### src/rtl/mem_bus_ctrl.sv
// Load/store bus controller: address decode, wait-state read handshake,
// posted writes, and a bank of PC-match breakpoint channels.
module mem_bus_ctrl #(
    parameter int unsigned NUM_BP   = 4,
    parameter int unsigned RAM_WAIT = 1,
    parameter int unsigned DATA_W   = 16
) (
    input  logic              clk,
    input  logic              rst,
    input  logic [31:0]       addrIn,
    input  logic [DATA_W-1:0] write,
    input  logic              we,
    input  logic              re,
    output logic [DATA_W-1:0] read,
    output logic              ready,
    output logic [15:0]       memAddr,
    input  logic [DATA_W-1:0] romData,
    input  logic [DATA_W-1:0] stackData,
    input  logic [DATA_W-1:0] heapData,
    output logic              stackWe,
    output logic              heapWe,
    input  logic [3:0]        switch,
    output logic [15:0]       page,
    input  logic [31:0]       pcIn,
    output logic [NUM_BP-1:0] bpEn,
    output logic              bpHit,
    output logic [2:0]        bpHitIdx,
    output logic [31:0]       bpAddr
);

    typedef enum logic [1:0] {S_IDLE, S_WAIT, S_DONE} state_t;
    typedef enum logic [1:0] {RG_ROM, RG_HEAP, RG_STACK, RG_REG} region_t;

    localparam logic [31:0] BP_BASE   = 32'hFFFF_F000;
    localparam logic [31:0] BPA_LO    = BP_BASE + 32'(3 * NUM_BP);
    localparam logic [31:0] BPA_HI    = BPA_LO + 32'd1;
    localparam logic [31:0] SW_ADDR   = 32'hFFFF_0002;
    localparam logic [31:0] PAGE_ADDR = 32'hFFFF_1000;

    state_t              r_state, w_next;
    region_t             w_region, r_region;
    logic [31:0]         r_addr;
    logic [1:0]          r_cnt;
    logic [DATA_W-1:0]   r_read, r_page;
    logic [NUM_BP-1:0]   r_bpEn;
    logic [31:0]         r_bpReg [NUM_BP];
    logic                r_bpHit;
    logic [2:0]          r_bpHitIdx;
    logic [31:0]         r_bpAddr;
    logic                w_start, w_capture, w_hit;
    logic [2:0]          w_hitIdx;
    logic [DATA_W-1:0]   w_rdata;

    always_comb begin
        if (addrIn[31:20] == 12'h000)
            w_region = RG_ROM;
        else if (addrIn >= 32'h1000_0000 && addrIn <= 32'h8FFF_FFFF)
            w_region = RG_HEAP;
        else if (addrIn[31:16] == 16'hD000)
            w_region = RG_STACK;
        else
            w_region = RG_REG;
    end

    assign stackWe = we && (w_region == RG_STACK);
    assign heapWe  = we && (w_region == RG_HEAP);
    assign w_start = (r_state == S_IDLE) && re && !we;
    // Macros see the live address for posted writes and read launch, then the latched one
    assign memAddr = (r_state == S_IDLE) ? addrIn[15:0] : r_addr[15:0];
    assign ready   = (r_state != S_WAIT);
    assign read    = r_read;
    assign page    = r_page;
    assign bpEn    = r_bpEn;
    assign bpHit   = r_bpHit;
    assign bpHitIdx = r_bpHitIdx;
    assign bpAddr  = r_bpAddr;

    always_comb begin
        w_next    = r_state;
        w_capture = 1'b0;
        case (r_state)
            S_IDLE: if (w_start) w_next = S_WAIT;
            S_WAIT: if (r_cnt == 2'd0) begin
                w_capture = 1'b1;
                w_next    = S_DONE;
            end
            S_DONE: w_next = S_IDLE;
            default: w_next = S_IDLE;
        endcase
    end

    always_comb begin
        w_rdata = '0;
        case (r_region)
            RG_ROM:   w_rdata = romData;
            RG_HEAP:  w_rdata = heapData;
            RG_STACK: w_rdata = stackData;
            default: begin
                if (r_addr == SW_ADDR)   w_rdata = {{(DATA_W-4){1'b0}}, switch};
                if (r_addr == PAGE_ADDR) w_rdata = r_page;
                if (r_addr == BPA_LO)    w_rdata = r_bpAddr[15:0];
                if (r_addr == BPA_HI)    w_rdata = r_bpAddr[31:16];
                for (int unsigned i = 0; i < NUM_BP; i++) begin
                    if (r_addr == BP_BASE + 32'(3 * i))
                        w_rdata = {{(DATA_W-1){1'b0}}, r_bpEn[i]};
                    if (r_addr == BP_BASE + 32'(3 * i + 1))
                        w_rdata = r_bpReg[i][15:0];
                    if (r_addr == BP_BASE + 32'(3 * i + 2))
                        w_rdata = r_bpReg[i][31:16];
                end
            end
        endcase
    end

    always_ff @(posedge clk) begin
        if (rst) begin
            r_state  <= S_IDLE;
            r_cnt    <= '0;
            r_addr   <= '0;
            r_region <= RG_REG;
            r_read   <= '0;
        end else begin
            r_state <= w_next;
            if (w_start) begin
                r_addr   <= addrIn;
                r_region <= w_region;
                r_cnt    <= (w_region == RG_REG) ? 2'd0 : 2'(RAM_WAIT - 1);
            end else if (r_state == S_WAIT && r_cnt != 2'd0) begin
                r_cnt <= r_cnt - 2'd1;
            end
            if (w_capture)
                r_read <= w_rdata;
        end
    end

    // Lowest enabled channel whose address equals the current PC
    always_comb begin
        w_hit    = 1'b0;
        w_hitIdx = '0;
        for (int unsigned i = 0; i < NUM_BP; i++) begin
            if (!w_hit && r_bpEn[i] && pcIn == r_bpReg[i]) begin
                w_hit    = 1'b1;
                w_hitIdx = 3'(i);
            end
        end
    end

    always_ff @(posedge clk) begin
        if (rst) begin
            r_page     <= '0;
            r_bpEn     <= '0;
            r_bpHit    <= 1'b0;
            r_bpHitIdx <= '0;
            r_bpAddr   <= '0;
            for (int unsigned i = 0; i < NUM_BP; i++)
                r_bpReg[i] <= '0;
        end else begin
            r_bpHit    <= w_hit;
            r_bpHitIdx <= w_hitIdx;
            if (w_hit)
                r_bpAddr <= pcIn;
            // Later assignments win, so a software write overrides the capture per half
            if (we) begin
                if (addrIn == PAGE_ADDR) r_page <= write;
                if (addrIn == BPA_LO)    r_bpAddr[15:0]  <= write;
                if (addrIn == BPA_HI)    r_bpAddr[31:16] <= write;
                for (int unsigned i = 0; i < NUM_BP; i++) begin
                    if (addrIn == BP_BASE + 32'(3 * i))     r_bpEn[i] <= |write;
                    if (addrIn == BP_BASE + 32'(3 * i + 1)) r_bpReg[i][15:0]  <= write;
                    if (addrIn == BP_BASE + 32'(3 * i + 2)) r_bpReg[i][31:16] <= write;
                end
            end
        end
    end

endmodule

### config.mk
export PLATFORM = sky130hd
export DESIGN_NAME = mem_bus_ctrl
export DESIGN_NICKNAME = d
export VERILOG_FILES = /design/src/rtl/mem_bus_ctrl.sv
export SDC_FILE = /design/constraint.sdc
export NUM_CORES = 1
export LEC_CHECK = 0
export CORE_ASPECT_RATIO = 0.7
export CORE_MARGIN = 2
export CORE_UTILIZATION = 54
export CTS_CLUSTER_SIZE = 25
export DETAILED_ROUTE_END_ITERATION = 10
export MAX_ROUTING_LAYER = met4
export PLACE_DENSITY = 0.82
export SYNTH_ARGS = -nofsm -noshare
export SYNTH_HDL_FRONTEND = slang
export SYNTH_SLANG_ARGS = --single-unit
export TNS_END_PERCENT = 10
### constraint.sdc
create_clock -name clk -period 9.4 [get_ports clk]
set_clock_uncertainty 0.15 [all_clocks]
set_input_delay 1.88 -clock clk [delete_from_list [all_inputs] [get_ports clk]]
set_output_delay 1.88 -clock clk [all_outputs]
set_load 0.05 [all_outputs]
* After elaboration in Yosys (flattened, before gate mapping)
Memories as Yosys holds them, arrays and structs flattened.
Cells that the tools add are included.
W data, S select, Z words.
** Storage, ports and cells
- Bits in registers :: 110
- Bits in writable memories :: 128
- Word-level logic and storage cells :: 180
- Memories kept :: 1
** Cells by class
- Add/sub/neg operators :: 1
- Order comparisons :: 2
- Eq/ne operators :: 44
- Muxes and demuxes :: 79
- Bitwise operators :: 8
- Reduce and logical (&&, ||, !) cells :: 31
** Memory list
- r_bpReg :: depth 4, width 32, read ports 4, clocked after Yosys merged registers in 0, wr ports 4, line 46 : logic [31:0] r_bpReg [NUM_BP];
** Operators by type and width (count)
- $eq A32 B32 Y1 const B :: 31
- $mux W16 :: 26
- $eq A32 B32 Y1 :: 4
- $mux W32 :: 2
- $pmux W16 S3 :: 1
- $mux W1 :: 42
- $ge A32 B29 Y1 const B :: 1
- $le A32 B32 Y1 const B :: 1
- $eq A16 B16 Y1 const B :: 1
- $reduce_or A16 Y1 :: 1
- $logic_and A1 B1 Y1 :: 13
- $logic_not A12 Y1 :: 1
- $mux W2 :: 6
- $reduce_and A2 Y1 :: 6
- $or A1 B1 Y1 :: 8
- $eq A2 B1 Y1 const B :: 3
- $logic_not A2 Y1 :: 3
- $eq A2 B2 Y1 const B :: 2
- $logic_not A1 Y1 :: 4
- $mux W4 :: 1
- $ne A2 B2 Y1 const B :: 2
- $pmux W2 S2 :: 1
- $reduce_or A3 Y1 :: 1
- $ne A2 B1 Y1 const B :: 1
- other kinds (3) :: 3

* Logic depth before layout (Yosys ltp)
An unclocked memory read counts as a cell.
- Word-level depth :: 19
- Mapped depth :: 9
- Mapped depth without buffers :: 8

* Least setup slack after synthesis
OpenSTA, ideal clock, no wires.
- Kind :: input port to output port
- Start :: in addrIn[16]
- End :: out stackWe
- Data arrival time :: 3.067 ns
- Required time :: 7.370 ns
- Path slack :: 4.303 ns
- Cell stages on the path :: 3
- Cells stage by stage :: or4_1 > nor3_1 > and4_1
** On the way
- Longest elaborated chain between the ends :: 6
- Elaborated cells between the ends (all ways) :: 9
- Classes of those cells :: order compare (2); eq/ne (2); mux (3); reduce/logical (2)
** Ends and longest elaborated chain
- start: declaration :: line 10 : input logic [31:0] addrIn,
- $ge A32 B29 Y1 (tied with other cells) :: line 57 : else if (addrIn >= 32'h1000_0000 && addrIn <= 32'h8FFF_FFFF)
- $logic_and A1 B1 Y1 / $mux W1 (equally long branches) :: line 57, 59
- $mux W2 * :: line 57
- $mux W2 * :: line 55 : if (addrIn[31:20] == 12'h000)
- $eq A2 B2 Y1 * :: line 65 : assign stackWe = we && (w_region == RG_STACK);
- $logic_and A1 B1 Y1 * :: line 65
- end: declaration :: line 20 : output logic stackWe,
Every way passes the cells marked *; elsewhere a longest branch is shown, timed or not.

* Final worst setup path
Same ends and word-level chain as after synthesis.

==> flow_summary.toml <==
[sta]
finalCriticalPeriod_ns = 6.23
fin_crit_sh = 0.663
hold_violations = 0
fin_hold_ws_ns = 0.336
relSlewSlack = 0.139
finalMaxSlewViolations = 0
clock.fmax_ghz = 0.160
tns_ns = 0
finalSetupViolations = 0
worst_pin_slew_ns = 1.29
rsz0062_at_grt = "false"

[global_routing]
antenna_found_initial = 2
grt_pass1_vias = 12976
grt_max_degree = 55
grt_pass1_wl_um = 83300
track_usage = 0.415
grt_overflow = 0

[layout]
final_cells = 2017
mostFrequentLayoutCells = "clkdlybuf4s50_1 (224), and2_1 (132), edfxtp_1 (128)"
area_delta_synth_final_pct = 22.5
nets = 1775
final_util = 0.680
drive_gt1_frac = 0.0808
final_common_cell = "clkdlybuf4s50_1"

[synth]
ys_seq_area_frac = 0.420
synth_warnings = 0
synth_flop_cell = "edfxtp_1"
syn-num-nets = 1648
synthDistinctLibCells = 74
syn-cell-area_um2 = 14400
syn_avg_cell_area_um2 = 9.50
synth_cells = 1511
async_flop_share = 0
synth_edf_count = 128
synth-seq-cells = 237

[critical_path]
r2r_cells = 6
timing.rr.end = "read[11]"
crit_buf_inv = 2
crit_top_cell = "clkdlybuf4s50_1"
crit_family = "buffers and inverters"
cp-start-kind = "input pin"
reg2reg_slack_ns = 5.16
crit_arrival_ns = 4.20
slowest_delay_ns = 0.81
crit_path_top_delay_cell = "clkdlybuf4s50_1"
path_cells = "clkdlybuf4s50_1 > or4_1 > nor3_1 > and4_1 > clkdlybuf4s50_1"
crit_required_ns = 7.37
r2r_start = "r_addr[8]"
end_kind = "output pin"
path_class = "input pin to output pin"
crit_path_max_fanout = 3

[cts]
clk_latency_ns = 0.56
clkTransAtPathRegs_ns = 0.06
cts_root_buf = "clkbuf_16"
htree_num_levels = 1
cts_tree = "yes"
cts_setup_buffers = 0
ctsResizeCount = 0
cts_hold_buf = 0
cts_sinks = 237
cts_made_buffers = 26
cts_buffer_depth = 3

[die]
chipHeight_um = 140
fp.coreArea_um2 = 25900
num_rows = 49
dieArea_um2 = 27900
start_util = 0.555
die_w_um = 199
io_pins = 227

[detailed_routing]
drtPass1Iterations = 5
drc = 0
drtIter0Drc = 1860
wirelength_um = 57500
wl_per_cell_um = 28.5
route.vias.total = 13950
routed_via_density = 6.92
drtAntennaViolNets = 0

[place]
place.port_buffers = 225
hpwl_um = 43100
gp_congestion = 1.06
post-place-cells = 1967

[min_path]
min_from = "r_addr[29]"
holdPathStages = 1
hp-class = "flop to flop"
whs_endpoint = "r_addr[29]"

[run]
cap_violations = 0

[run_status]
status = "completed"

[power]
p_leak_uw = 0.00627
vdd_drop_max_mv = 0.159
power_density_nw_per_um2 = 148
cells in the mapped netlist (all sizes together), types with 6 or more instances:
master   instances  area share
a2111oi          6      0.0037
a211o            6      0.0037
a211oi          27       0.014
a21o            14      0.0073
a21oi           32       0.011
a22o            57       0.035
a22oi           10      0.0052
a32oi           12      0.0073
and2           132       0.058
and3             8      0.0035
buf             19      0.0078
clkbuf         134       0.035
dfxtp          109        0.15
edfxtp         128        0.27
inv             13      0.0034
mux2            23       0.018
mux2i           34       0.024
nand2          113       0.030
nand2b          16      0.0070
nand3           17      0.0059
nand4           32       0.014
nor2            78       0.020
nor2b           10      0.0044
nor3            31       0.012
nor4            73       0.038
o211ai          32       0.017
o21a            15      0.0078
o21ai           48       0.017
o22ai            7      0.0031
o311a           33       0.023
o41ai           33       0.020
or2             12      0.0052
or4             13      0.0073
xnor2           15      0.0092
xor2           113       0.069
kinds of logic after synthesis:
logic type,synth area share
flops,0.420
xor+xnor,0.0781
fa+ha+maj,0.000872
buf+inv,0.0466
mux,0.0449
compound gates,0.196
simple gates,0.214
other cells,0.000261
power by group:
part / total [uW] / internal (uW) / switching [uW]
combinational: 388 / 145 / 243
clock: 1050 / 604 / 449
sequential: 1170 / 1130 / 37.7
per-stage QoR:
stage                     power (uW)  cell area [um^2]  worst slack, ns
after global routing            2660             17600             3.17
after floorplan                 1390             14400             4.30
after global placement          1560             16700             3.30
final                           2610             17600             3.17
after CTS                       2590             17600             3.20
after detailed placement        1560             16700             3.20
flip-flops by register name, indices dropped and copies added (netlist names):
name / count
r_region: 2
page: 16
bpEn: 4
bpHit: 1
r_bpReg: 128
r_addr: 32
r_cnt: 2
bpHitIdx: 2
r_state: 2
read: 16
bpAddr: 32
how the worst max path moves through the flow:
stage,startpoint,end,slack [ns],cells after the start
2_1_floorplan,addrIn[16],stackWe,4.30,3
3_3_place_gp,addrIn[16],stackWe,3.30,5
3_5_place_dp,addrIn[16],stackWe,3.20,5
4_1_cts,addrIn[16],stackWe,3.20,5
5_1_grt,addrIn[16],stackWe,3.17,5
6_report,addrIn[16],stackWe,3.17,5
per-layer routing:
| layer | routed length, um | up-vias | track usage |
|---|---|---|---|
| met4 | 1320 | 0 | 0.0841 |
| li1 | - | 5930 | - |
| met2 | 23100 | 1199 | 0.568 |
| met1 | 23600 | 6728 | 0.587 |
| met3 | 9490 | 93 | 0.149 |
| met5 | 0 | - | - |
final cells by class:
class	instances	area (um^2)
well taps	357	447
flip-flops and latches	237	6030
multi-input cells	1107	7730
inverters	14	52.6
clock inverters	7	48.8
clock buffers	41	825
diodes	2	5.00
repair buffers	252	2450
fillers	2034	8290
Power figures use the tool's default switching activity.
